## src/rtl/quad_mouse_decoder.sv

```systemverilog
// Turns two quadrature axes and one button into a PS/2-style movement packet.
// Each axis keeps a saturating accumulator. The report divider sets how often
// a packet can go out; each new packet updates every field and flips bit 24.
module quad_mouse_decoder #(
    parameter int DIV_BITS = 12,
    parameter int SAT      = 511
) (
    input  logic        clk,
    input  logic        reset,
    input  logic        ce,
    input  logic        x1,
    input  logic        x2,
    input  logic        y1,
    input  logic        y2,
    input  logic        button,
    output logic [24:0] ps2_mouse
);

    localparam logic signed [10:0] SAT_P = 11'(SAT);

    // Synchronizer bit order: {button, y2, y1, x2, x1}
    logic [4:0] sync_a, sync_b;
    logic       x1s, x2s, y1s, y2s, btns;
    logic       x1_prev, y1_prev;
    logic signed [9:0] acc_x, acc_y;
    logic [DIV_BITS-1:0] div_cnt;
    logic       last_btn;

    logic       tick, emit;
    logic       step_x, step_y, up_x, up_y;
    logic [9:0] clamp_x, clamp_y;
    logic signed [9:0] acc_x_nxt, acc_y_nxt;

    assign x1s  = sync_b[0];
    assign x2s  = sync_b[1];
    assign y1s  = sync_b[2];
    assign y2s  = sync_b[3];
    assign btns = sync_b[4];

    // Returns {overflow, 9-bit reported move}.
    function automatic logic [9:0] clamp_move(input logic signed [9:0] acc);
        if (acc > 10'sd255)
            return {1'b1, 9'h0FF};
        if (acc < -10'sd256)
            return {1'b1, 9'h100};
        return {1'b0, acc[8:0]};
    endfunction

    // Remove the reported part first, then add this cycle's step.
    // The limit is checked against that combined result, so a step that
    // lands in the same cycle as a report is counted exactly once.
    function automatic logic signed [9:0] acc_next(
        input logic signed [9:0] acc,
        input logic [8:0]        rep,
        input logic              do_emit,
        input logic              stp,
        input logic              up
    );
        logic signed [10:0] base;
        logic signed [10:0] sum;
        base = {acc[9], acc};
        if (do_emit)
            base = base - $signed({{2{rep[8]}}, rep});
        sum = base;
        if (stp)
            sum = up ? base + 11'sd1 : base - 11'sd1;
        if (sum > SAT_P || sum < -SAT_P)
            sum = base;
        return sum[9:0];
    endfunction

    always_comb begin
        step_x    = x1s != x1_prev;
        step_y    = y1s != y1_prev;
        up_x      = x2s != x1s;
        up_y      = y2s != y1s;
        tick      = ce && (div_cnt == '0);
        emit      = tick && ((acc_x != 10'sd0) || (acc_y != 10'sd0) || (btns != last_btn));
        clamp_x   = clamp_move(acc_x);
        clamp_y   = clamp_move(acc_y);
        acc_x_nxt = acc_next(acc_x, clamp_x[8:0], emit, step_x, up_x);
        acc_y_nxt = acc_next(acc_y, clamp_y[8:0], emit, step_y, up_y);
    end

    always_ff @(posedge clk) begin
        if (reset) begin
            sync_a    <= 5'b10000;
            sync_b    <= 5'b10000;
            x1_prev   <= 1'b0;
            y1_prev   <= 1'b0;
            acc_x     <= '0;
            acc_y     <= '0;
            div_cnt   <= '0;
            last_btn  <= 1'b1;
            ps2_mouse <= 25'h0000008;
        end else begin
            sync_a  <= {button, y2, y1, x2, x1};
            sync_b  <= sync_a;
            x1_prev <= x1s;
            y1_prev <= y1s;
            acc_x   <= acc_x_nxt;
            acc_y   <= acc_y_nxt;
            if (ce)
                div_cnt <= div_cnt + DIV_BITS'(1);
            if (emit) begin
                last_btn  <= btns;
                ps2_mouse <= {~ps2_mouse[24], clamp_y[7:0], clamp_x[7:0],
                              clamp_y[9], clamp_x[9], clamp_y[8], clamp_x[8],
                              1'b1, 2'b00, ~btns};
            end
        end
    end

endmodule

```

## config.mk

```make
export PLATFORM = sky130hd
export DESIGN_NAME = quad_mouse_decoder
export DESIGN_NICKNAME = d
export VERILOG_FILES = /design/src/rtl/quad_mouse_decoder.sv
export SDC_FILE = /design/constraint.sdc
export NUM_CORES = 1
export LEC_CHECK = 0
export BUFFER_PORTS_ARGS = -buffer_cell sky130_fd_sc_hd__clkbuf_2
export CORE_UTILIZATION = 44
export DETAILED_ROUTE_END_ITERATION = 8
export PLACE_DENSITY = 0.73
export SETUP_SLACK_MARGIN = 0.5
export SYNTH_ARGS = -nofsm -noshare
export SYNTH_HDL_FRONTEND = slang
export SYNTH_SLANG_ARGS = --single-unit
```

## constraint.sdc

```tcl
create_clock -name clk -period 6.6 [get_ports clk]
set_clock_uncertainty 0.05 [all_clocks]
set_input_delay 0.66 -clock clk [delete_from_list [all_inputs] [get_ports clk]]
set_output_delay 0.66 -clock clk [all_outputs]
set_load 0.02 [all_outputs]
```

==> reports/metrics.yaml, run 1 <==
cts_buffers: 9
synth-seq-area-share_pct: 24.8
antenna_found_initial: 0
min_period_ns: 5.77
max-slew-margin-rel_pct: 22.1
syn-instance-count: 660
fp.dieW_um: 113
antenna_cells: 0
cap_violations: 0
grt_max_degree: 66
postSynth.asyncResetShare_pct: 0
fp.dieH_um: 113
finalNetCount: 741
yosys_most_used_dff: "dfxtp_1"
dieArea_um2: 12700
htreeDepth: 3
worstPathMaxFanout: 11
endpoint_kind: "flop"
fillers: 1136
drc: 0
cts_sinks: 67
layout-drive-gt1-share_pct: 14.1
fin_util_pct: 50.7
rsz0062_at_grt: "true"
insertion_delay_ns: 0.34
max_freq_ghz: 0.173
grt_pass1_wl_mm: 21.7
via_per_inst: 6.01
multiInputGateArea_um2: 3900
io_buffers: 29
seq_area_um2: 1340
setup_violations: 0
core-area_um2: 12000
holdWs_ns: 0.353
yosys_warnings: 0
tritoncts: "built"
synthToLayoutAreaGrowth_pct: 12.8
hold_violations: 0
synth_edf_count: 0
ys_seq_elements: 67
status: "finished clean"
grt_pass1_vias: 4625
path_class: "flop to flop"
dr.pass1.iters: 5
start_util_pct: 45.0
wl_per_cell_um: 16.0
period_share_pct: 87.4
hp-class: "flop to flop"
startpoint_type: "flop"
first_iter_violations: 333
clk_path_buf_depth: 2
root_buffer: "clkbuf_16"
grt_util_all_layers_pct: 21.1
slew_violations: 0
path_clk_slew_ns: 0.06
tightest_slew_ns: 1.16
grt_overflow: 0
io-pin-count: 33
fp-row-count: 40
finalSetupTns_ns: 0
syn_area_um2: 5400
dpl.hpwl_mm: 10.0
yosysUniqueCellTypes: 86
postRouteAntennaNets: 0
dr_total_vias: 5019
routed_wirelength_mm: 13.3
cp_data_arrival_time_ns: 5.95
worstPathRequired_ns: 6.78
avgSynthCellArea_um2: 8.18
gp_congestion: 0.931
-- state kept, by name, summed over array words and instances, names as in the netlist, named ones only --
signal and flops:
y1_prev 1, acc_x 9, last_btn 1, ps2_mouse 22, sync_a 5, x1_prev 1
sync_b 5, div_cnt 12, acc_y 9
-- cells in the final DEF (no fill, tap or decap), types with 16 or more instances in the layout --
master	synthesis	layout
a211oi_1	21	21
xnor2_1	23	23
nor3_1	17	17
nor2b_1	17	17
nand2_1	51	51
dfxtp_1	67	67
clkbuf_2	0	29
ha_1	46	46
inv_1	30	30
nor2_1	53	53
nand3_1	17	17
xor2_1	16	16
a21oi_1	62	60
o21ai_0	34	33
-- stage by stage --
step / setup slack (ns) / instances / area, um2
finish: 0.829 / 835 / 6090
global route: 0.457 / 835 / 6090
CTS: 0.584 / 833 / 6020
detailed placement: 0.599 / 817 / 5680
global placement: 0.815 / 817 / 5680
floorplan: 1.35 / 661 / 5400
-- cells in the mapped netlist (9+ instances only) --
master	count	area, um2
clkbuf_1	14	52.6
o21ai_0	34	170
xor2_1	16	140
a211oi_1	21	158
nor3_1	17	85.1
a21o_1	14	105
or3_1	11	68.8
nor2_1	53	199
nand2_1	51	191
nand3_1	17	85.1
dfxtp_1	67	1340
inv_1	30	113
a21oi_1	62	310
xnor2_1	23	201
mux2i_1	9	90.1
nor2b_1	17	106
ha_1	46	576
-- metal layers --
| layer | vias to the layer above | wire length [um] | global-route usage [%] |
|---|---|---|---|
| li1 | 2478 | - | - |
| met1 | 2352 | 6260 | 27.9 |
| met2 | 166 | 6130 | 34.2 |
| met3 | 23 | 717 | 4.71 |
| met4 | 0 | 233 | 6.84 |
| met5 | - | 0 | 0 |
-- worst max-delay path: stages, from the launching register on --
cell and delay (ns):
dfxtp_1 0.45, inv_1 0.15, ha_1 0.27, o211ai_1 0.15
o21ai_0 0.13, buf_4 0.19, a21oi_1 0.22, ha_1 0.37
a21oi_1 0.21, nor2b_1 0.10, o31ai_4 0.30, a211oi_1 0.15
or3_1 0.38, a21oi_1 0.18, xnor2_1 0.23, ha_1 0.35
nand2_1 0.09, a211oi_1 0.05, or3_1 0.37, nand3_1 0.18
xnor2_4 0.19, o31ai_4 0.16, mux2i_4 0.28, nand2_4 0.11
mux2_1 0.32
-- cells by family (layout without fill, tap and decap cells) --
group / Yosys count / count (layout) / synth area share [%]
XOR/XNOR: 40 / 40 / 6.63
flip-flops: 67 / 67 / 24.8
AO/OA/AOI/OAI: 198 / 198 / 25.1
adder cells (fa/ha/maj): 50 / 50 / 12.1
AND/OR/NAND/NOR: 231 / 231 / 23.6
multiplexers: 14 / 15 / 2.99
buffers and inverters: 58 / 84 / 4.54
other: 2 / 3 / 0.139
-- cell type report --
type / count / share of cell area (%)
inverters: 30 / 1.85
flip-flops and latches: 67 / 22.0
repair buffers: 38 / 3.49
clock buffers: 9 / 3.70
clock inverters: 7 / 1.91
well taps: 147 / 3.02
multi-input cells: 537 / 64.0
-- worst paths after layout --
| path | slack [ns] | end | start | cells past startpoint |
|---|---|---|---|---|
| setup reg to reg | 0.83 | acc_x[6] | acc_x[9] | 24 |
| hold / removal | 0.35 | sync_b[4] | sync_a[4] | 1 |
| setup / recovery | 0.83 | acc_x[6] | acc_x[9] | 24 |
| hold reg to reg | 0.35 | sync_b[4] | sync_a[4] | 1 |
-- timing repair --
action                                  4_1_cts  5_1_grt
resized for setup                             0       10
setup buffers                                 0        1
endpoints found under the setup margin        0       18
hold buffers                                  0        0
Power of run 1 is not shown: default switching activity piles up to over one toggle a cycle in this logic, so the estimate is an artifact.
==> run 2, diff against run 1 <==
Settings changed: CELL_PAD_IN_SITES_DETAIL_PLACEMENT from default to 0, CELL_PAD_IN_SITES_GLOBAL_PLACEMENT from default to 2, CORE_UTILIZATION 44 to 38, PLACE_DENSITY 0.73 to 0.93.
==> reports/metrics.yaml, run 2 (synthesis results as in run 1) <==
status: "finished clean"
tritoncts: "built"
finalSetupTns_ns: 0
fp-row-count: 43
dieArea_um2: 14700
rr_worst_depth: 23
worstPathMaxFanout: 11
rsz0062_at_grt: "false"
setup_violations: 0
holdWs_ns: 0.361
routed_wirelength_mm: 13.9
grt_pass1_wl_mm: 23.4
synthToLayoutAreaGrowth_pct: 12.0
grt_util_all_layers_pct: 20.1
largest_reg_flops: 22
gp_congestion: 0.859
root_buffer: "clkbuf_16"
startpoint: "acc_x[1]"
tightest_slew_ns: 1.14
hold_violations: 0
startpoint_type: "flop"
layout_common_cells: "66 x dfxtp_1, 60 x a21oi_1, 53 x nor2_1"
regMostFlops: "ps2_mouse"
min_from: "sync_a[4]"
cts_sinks: 67
min_period_ns: 5.73
fin_util_pct: 43.6
postCtsHoldBufs: 0
grt_pass1_vias: 4676
layout_commonest_cell: "dfxtp_1"
clk_path_buf_depth: 2
htreeDepth: 3
cap_violations: 0
worstReg2RegStart: "acc_x[1]"
via_per_inst: 5.62
max_freq_ghz: 0.175
io_buffers: 29
layout-drive-gt1-share_pct: 13.8
cts_buffers: 9
antenna_found_initial: 0
wl_per_cell_um: 16.0
max-slew-margin-rel_pct: 23.2
hp-class: "flop to flop"
fp.dieW_um: 121
fp.dieH_um: 121
start_util_pct: 38.9
grt_max_degree: 66
reg_top3: "ps2_mouse (22), div_cnt (12)"
grt_overflow: 0
dr.pass1.iters: 5
drc: 0
insertion_delay_ns: 0.34
io-pin-count: 33
fillers: 1400
worstPathRequired_ns: 6.76
dr_total_vias: 4876
path_class: "flop to flop"
slew_violations: 0
first_iter_violations: 315
holdPathStages: 1
postRouteAntennaNets: 0
endpoint_kind: "flop"
path_clk_slew_ns: 0.06
finalNetCount: 741
period_share_pct: 86.8
antenna_cells: 0
core-area_um2: 13900
cp_data_arrival_time_ns: 5.89
dpl.hpwl_mm: 10.6
-- run 2: final cells by class --
class	instances	area, um2	share of cell area (%)
clock inverters	2	35.0	0.579
multi-input cells	536	3860	63.8
repair buffers	39	220	3.64
flip-flops and latches	67	1340	22.2
clock buffers	14	254	4.20
inverters	30	113	1.86
well taps	180	225	3.73
-- run 2: through the flow --
stage,instance area [um2],cells,setup WS [ns]
2_1_floorplan,5400,661,1.35
3_3_place_gp,5710,849,0.771
3_5_place_dp,5710,849,0.616
4_1_cts,6000,865,0.594
5_1_grt,6050,868,0.475
6_report,6050,868,0.873
-- run 2: routing by layer --
layer	vias up	share of wire [%]	track usage [%]
li1	2480	-	-
met1	2280	48	27.6
met2	97	45	31.8
met3	19	4.3	3.62
met4	0	1.8	6.25
met5	-	0	0
-- run 2: final timing paths --
path	slack [ns]	to
setup / recovery	0.87	acc_x[0]
hold / removal	0.36	sync_b[4]
setup reg to reg	0.87	acc_x[0]
hold reg to reg	0.36	sync_b[4]
-- run 2: timing repair --
| item | CTS | global route |
|---|---|---|
| setup endpoints to repair | 0 | 19 |
| setup buffers | 0 | 3 |
| resized for setup | 0 | 8 |
-- run 2: critical path: stages, from the launching register on --
cell and delay, ns:
dfxtp_1 0.54, nand4_1 0.16, o211ai_1 0.25, o21ai_0 0.12, buf_4 0.19, a21oi_1 0.23
ha_1 0.37, a21oi_1 0.20, nor2b_1 0.09, o31ai_2 0.35, a211oi_1 0.16, or3_1 0.36
a21oi_1 0.21, xnor2_1 0.26, ha_1 0.35, nand2_1 0.09, a211oi_1 0.05, or3_1 0.36
nand3_1 0.13, xnor2_2 0.17, o31ai_2 0.15, mux2i_4 0.30, nand2_4 0.12, mux2_1 0.33
Power of run 2 is left out for the same reason.
==> run 3, diff against run 2 <==
Settings changed: PLACE_DENSITY 0.93 to 0.82.
==> reports/metrics.yaml, run 3 (synthesis results as in run 1) <==
antenna_found_initial: 0
slowest_stage: "fa_1"
regMostFlops: "ps2_mouse"
max-slew-margin-rel_pct: 21.7
insertion_delay_ns: 0.33
grt_max_degree: 66
cp_common_cell: "a21o_1"
start_util_pct: 38.9
min_period_ns: 5.72
postRouteAntennaNets: 0
multiInputGateArea_um2: 3870
hold_violations: 0
hp-class: "flop to flop"
max_freq_ghz: 0.175
grt_pass1_wl_mm: 22.9
layout_commonest_cell: "dfxtp_1"
worstPathMaxFanout: 10
synthToLayoutAreaGrowth_pct: 12.4
grt_pass1_vias: 4601
rsz0062_at_grt: "false"
status: "finished clean"
endpoint_kind: "flop"
layout_common_cells: "66 x dfxtp_1, 61 x a21oi_1, 53 x nor2_1"
antenna_cells: 0
drc: 0
via_per_inst: 5.66
fp.dieH_um: 121
fp.dieW_um: 121
grt_util_all_layers_pct: 19.6
finalNetCount: 741
dieArea_um2: 14700
tritoncts: "built"
setup_violations: 0
holdWs_ns: 0.357
cts_sinks: 67
dr.pass1.iters: 5
root_buffer: "clkbuf_16"
fin_area_um2: 6070
routed_wirelength_mm: 13.9
dr_total_vias: 4910
clk_path_buf_depth: 2
cap_violations: 0
slew_violations: 0
cts_buffers: 9
dpl.hpwl_mm: 10.8
seq_area_um2: 1340
first_iter_violations: 369
reg_top3: "ps2_mouse (22), div_cnt (12)"
core-area_um2: 13900
path_clk_slew_ns: 0.05
htreeDepth: 3
grt_overflow: 0
period_share_pct: 86.6
worstPathRequired_ns: 6.81
fin_util_pct: 43.7
layout-drive-gt1-share_pct: 14.3
fp-row-count: 43
io-pin-count: 33
largest_reg_flops: 22
dpl-instance-area_um2: 5740
finalSetupTns_ns: 0
max_stage_delay_ns: 0.41
cp_cell_sequence: "inv_1 > ha_1 > o211a_1 > a21o_1 > a21o_1 > ha_1 > inv_1 > fa_1 > a21o_1 > and4_1 > nor3_1 > xor2_1 > o21ai_1 > ha_1 > a21oi_1 > o21bai_1 > a21oi_1 > nor2_1 > a311oi_1 > a31oi_4 > and2_4 > a21o_2 > a21o_1 > a21oi_1"
wl_per_cell_um: 16.0
cp_data_arrival_time_ns: 5.92
gp_congestion: 0.896
tightest_slew_ns: 1.17
fillers: 1403
io_buffers: 29
startpoint_type: "flop"
path_class: "flop to flop"
run 3: worst paths after layout:
| path | end | from | cells past startpoint | slack, ns |
|---|---|---|---|---|
| setup reg to reg | acc_y[0] | acc_y[9] | 24 | 0.88 |
| hold / removal | sync_b[4] | sync_a[4] | 1 | 0.36 |
| hold reg to reg | sync_b[4] | sync_a[4] | 1 | 0.36 |
| setup / recovery | acc_y[0] | acc_y[9] | 24 | 0.88 |
run 3: stage by stage:
| step | instances | worst slack, ns |
|---|---|---|
| floorplan | 661 | 1.35 |
| global placement | 852 | 0.589 |
| detailed placement | 852 | 0.528 |
| CTS | 867 | 0.508 |
| global route | 867 | 0.503 |
| finish | 867 | 0.882 |
run 3: cell type report:
type / count / share of cell area (%)
Timing Repair Buffer: 39 / 3.63
Clock inverter: 2 / 0.577
Tap cell: 180 / 3.71
Inverter: 30 / 1.85
Sequential cell: 67 / 22.1
Clock buffer: 13 / 4.29
Multi-Input combinational cell: 536 / 63.8
run 3: layer usage:
metal	share of wire, %	track usage, %
met1	50	26.6
met3	4.2	3.48
met2	45	32.3
met5	0	0
met4	1.1	4.63
run 3: repair_timing:
item	4_1_cts	5_1_grt
endpoints found under the setup margin	0	19
hold buffers	0	0
setup buffers	0	0
hold endpoints to repair	0	0
resized for setup	0	12
run 3: worst max-delay path: cells and delay by family, from the launching register on:
kind	cells	cell delay, ns
AOI/OAI and AO/OA	13	2.86
xor gates and xnor gates	1	0.12
adders and majority gates	4	1.23
buffers and inverters	2	0.28
DFF	1	0.39
and+or+nand+nor	4	0.71
Power of run 3 is left out for the same reason.
